$ cat src/rtl/glitch_detector.sv
// glitch_detector: lockstep compare of two redundant copies; filters transients, latches persistent faults.
// Optional GLITCH_DETECTOR_SYNDROME_EN keeps in_a^in_b of each fault's first mismatching beat.
module glitch_detector #(
  parameter int BIT_LENGTH = 8,
  parameter int PERSIST = 2,
  parameter int CNT_W = 8
) (
  input  logic                  clk,
  input  logic                  reset,
  input  logic                  enable,
  input  logic                  valid,
  input  logic [BIT_LENGTH-1:0] in_a,
  input  logic [BIT_LENGTH-1:0] in_b,
  input  logic                  clear,
  output logic [BIT_LENGTH-1:0] out,
  output logic                  alarm,
  output logic [CNT_W-1:0]      transient_count,
  output logic [CNT_W-1:0]      fault_count,
  output logic [BIT_LENGTH-1:0] syndrome
);
  localparam int PW = $clog2(PERSIST + 1);
  typedef enum logic [1:0] {IDLE, MONITOR, SUSPECT, ALARM} state_t;
  state_t state, state_nx;
  logic [PW-1:0] pcnt, pcnt_nx, pinc;
  logic take, inc_t, inc_f, mis;
  assign mis = in_a != in_b;
  assign pinc = pcnt + 1'b1;
  // enable=0 takes priority over any beat while checking (MONITOR/SUSPECT)
  always_comb begin
    state_nx = state;
    pcnt_nx = pcnt;
    take = 1'b0;
    inc_t = 1'b0;
    inc_f = 1'b0;
    case (state)
      IDLE: begin
        take = valid;
        state_nx = enable ? MONITOR : IDLE;
      end
      MONITOR: begin
        if (!enable) state_nx = IDLE;
        else if (valid && !mis) take = 1'b1;
        else if (valid) begin
          pcnt_nx = PW'(1);
          inc_f = PERSIST == 1;
          state_nx = PERSIST == 1 ? ALARM : SUSPECT;
        end
      end
      SUSPECT: begin
        if (!enable) begin
          state_nx = IDLE;
          pcnt_nx = '0;
        end else if (valid && !mis) begin
          take = 1'b1;
          inc_t = 1'b1;
          pcnt_nx = '0;
          state_nx = MONITOR;
        end else if (valid) begin
          pcnt_nx = pinc;
          inc_f = pinc == PW'(PERSIST);
          state_nx = inc_f ? ALARM : SUSPECT;
        end
      end
      ALARM: begin
        if (clear) begin
          pcnt_nx = '0;
          state_nx = MONITOR;
        end
      end
      default: state_nx = IDLE;
    endcase
  end
  always_ff @(posedge clk) begin
    if (reset) begin
      state <= IDLE;
      pcnt <= '0;
      out <= '0;
      alarm <= 1'b0;
      transient_count <= '0;
      fault_count <= '0;
    end else begin
      state <= state_nx;
      pcnt <= pcnt_nx;
      alarm <= state_nx == ALARM;
      if (take) out <= in_a;
      if (inc_t && !(&transient_count)) transient_count <= transient_count + 1'b1;
      if (inc_f && !(&fault_count)) fault_count <= fault_count + 1'b1;
    end
  end
`ifdef GLITCH_DETECTOR_SYNDROME_EN
  always_ff @(posedge clk) begin
    if (reset) syndrome <= '0;
    else if (state == MONITOR && enable && valid && mis) syndrome <= in_a ^ in_b;
  end
`else
  assign syndrome = '0;
`endif
endmodule

$ cat config.mk
export PLATFORM = sky130hd
export DESIGN_NAME = glitch_detector
export DESIGN_NICKNAME = d
export VERILOG_FILES = /design/src/rtl/glitch_detector.sv
export SDC_FILE = /design/constraint.sdc
export NUM_CORES = 1
export LEC_CHECK = 0
export BUFFER_PORTS_ARGS = -buffer_cell sky130_fd_sc_hd__buf_2
export CORE_ASPECT_RATIO = 0.6
export CORE_UTILIZATION = 52
export CTS_BUF_LIST = sky130_fd_sc_hd__clkbuf_4
export CTS_CLUSTER_SIZE = 20
export DETAILED_ROUTE_END_ITERATION = 16
export PLACE_DENSITY_LB_ADDON = 0.05
export SYNTH_ARGS = -nofsm -noshare
export SYNTH_HDL_FRONTEND = slang
export SYNTH_SLANG_ARGS = --single-unit
$ cat constraint.sdc
create_clock -name clk -period 1.9 [get_ports clk]
set_input_delay 0.19 -clock clk [delete_from_list [all_inputs] [get_ports clk]]
set_output_delay 0.19 -clock clk [all_outputs]
set_load 0.1 [all_outputs]
==> impl_metrics.ini <==
[min_path]
hold_depth = 3
hold_class = input port to flop
hold_start = in_a[2]
min_to = out[2]

[logic_synthesis]
synth_seq_cells = 29
synth_area_um2 = 1640
yosys_warnings = 0
synth-edff-count = 0
synth_cell_types = 40
synth-main-ff-cell = dfxtp_1
syn_area_per_cell_um2 = 8.725
synthArstFlopShare_pct = 0
synthCells = 188
yosysSeqAreaShare_pct = 35.39

[global_routing]
antenna_found_initial = 0
gr-total-overflow = 0
grt_usage_pct = 25.95
grt_pass1_wl_um = 6458
grt_pass1_vias = 1443
grt_max_degree = 22

[clocking]
cts_made_buffers = 5
clkSlewWorstSetupHoldPaths_ns = 0.09
clock_sinks = 29
insertion_delay_ns = 0.33
cts_tree = done
htreeDepth = 2
cts_buffer_depth = 2
clock-root-buffer = clkbuf_4

[timing]
hold_violations = 0
setup_slack_ns = 0.05704
grt_setup_unrepaired = yes
whs_ns = 0.1229
tightest_slew_ns = 0.5623
slew_headroom_pct = 62.17
fmax_ghz = 0.5426
finalCriticalPeriod_ns = 1.843
slew_viol_final = 0
period_share_pct = 97.00
clock_skew_ns = 0.006347
setup_viol = 0

[finish]
drive_gt1_share_pct = 37.10
fill_cells = 229
diodes = 0
mostFrequentLayoutCells = buf_2 (45), nor2_1 (18), dfxtp_2 (15)
final_common_cell = buf_2
nets = 276
area_growth_pct = 27.77

[detailed_routing]
viasPerCell = 5.362
wire_per_inst_um = 13.83
vias = 1555
drc_errors = 0
wirelength_um = 4010
ant_nets = 0
first_pass_iters = 4
drt_iter0_drc = 63

[die]
fp-row-count = 15
io_pins = 54
core_um2 = 2928
die_x_um = 74.51
start_util_pct = 56.03
die_area_um2 = 3391
die_h_um = 45.51

[power]
ir_worst_vdd_v = 0.0005282
powerDensity_nw_per_um2 = 685.8
p_leak_nw = 0.9279
power_w = 0.001437

[placed_design]
pre_cts_ws_ns = -0.09611
port_buffers = 45
hpwl_um = 2932
gp_congestion = 0.8144

[run_status]
status = complete, no violations

[worst_setup_path]
r2r-start = state[0]
arrival_ns = 2.10
r2r_cells = 9
path_class = flop to flop
reg2reg_to = transient_count[4]
cp_max_fo = 6
r2r_slack_ns = 0.06
cp.required_ns = 2.16
endpoint_kind = flop
critPathLaunchType = flop

[flow_run]
drv_cap = 0
[through the flow]
step | setup TNS (ns) | utilization, % | area (um2) | instances
after floorplan | 0 | - | 1685 | 195
after global placement | -0.06074 | 67.48 | 1976 | 279
after detailed placement | -0.2088 | 67.48 | 1976 | 279
after CTS | 0 | 70.77 | 2072 | 289
after global routing | -0.1129 | 71.58 | 2096 | 290
final | 0 | 71.58 | 2096 | 290
[routing by layer]
metal / track usage, % / vias to the layer above / share of wire, %
li1: - / 781 / -
met3: 7.522 / 7 / 5.1
met2: 39.64 / 50 / 43
met1: 34.60 / 717 / 51
met4: 10.94 / 0 / 1.5
met5: 0 / - / 0
[report_power, final]
group / internal [W] / switching [W]
registers: 0.000621 / 0.00000718
logic: 0.0000750 / 0.000225
clock network: 0.000288 / 0.000221
total: 0.000984 / 0.000453
[worst max-delay path by stage]
stage | start | cells after the start | slack (ns) | endpoint
5_1_grt | state[0] | 9 | -0.06 | transient_count[4]
6_report | state[0] | 9 | 0.06 | transient_count[4]
4_1_cts | state[0] | 7 | 0.02 | transient_count[7]
2_1_floorplan | transient_count[7] | 4 | 0.02 | transient_count[0]
3_5_place_dp | in_a[2] | 7 | -0.1 | fault_count[7]
3_3_place_gp | in_a[2] | 7 | -0.06 | fault_count[7]
[final cells by class]
cell class | count | area, um2 | share of cell area (%)
Multi-Input combinational cell | 148 | 1007 | 48.06
Sequential cell | 29 | 599.3 | 28.60
Timing Repair Buffer | 59 | 342.8 | 16.36
Tap cell | 42 | 52.55 | 2.507
Clock buffer | 6 | 45.04 | 2.149
Clock inverter | 2 | 33.78 | 1.612
Inverter | 4 | 15.01 | 0.7164
[sequential cells by signal (all words and copies together), names as in the netlist]
register,cells
pcnt,2
transient_count,8
out,8
state,2
alarm,1
fault_count,8
[what timing repair did]
action | CTS | global route
endpoints found under the hold margin | 0 | 0
resized for setup | 1 | 4
pin swaps | 1 | 1
buffers inserted | 2 | 1
hold buffers | 0 | 0
endpoints found under the setup margin | 4 | 7
gates cloned | 0 | 0
[cell usage after synthesis (all sizes together) (4+ instances only)]
cell type | number | area share, %
nor2 | 18 | 4.1
dfxtp | 29 | 35
buf | 8 | 3.7
or3 | 7 | 2.7
or4 | 5 | 2.7
ha | 8 | 6.1
a21oi | 13 | 4.0
inv | 4 | 0.92
nand3 | 6 | 1.8
nor2b | 7 | 2.7
o21ai | 8 | 2.4
clkbuf | 6 | 1.4
nand2 | 11 | 2.5
mux2i | 11 | 6.7
xor2 | 9 | 4.8
[cells by family after synthesis]
family | synth area share [%]
flip-flops | 35.39
other | 0.2286
AO/OA/AOI/OAI | 16.48
adder cells (fa/ha/maj) | 6.102
XOR/XNOR | 5.340
AND/OR/NAND/NOR | 22.43
buffers and inverters | 5.949
multiplexers | 8.086
[critical path, stage by stage (launching register included)]
cell     delay [ns]
dfxtp_1        0.32
inv_1          0.08
ha_2           0.24
and2_4         0.17
o21a_1         0.15
buf_4          0.12
buf_4          0.10
nand4_1        0.10
or3_1          0.33
a21oi_1        0.16
(Power assumes the default switching activity.)
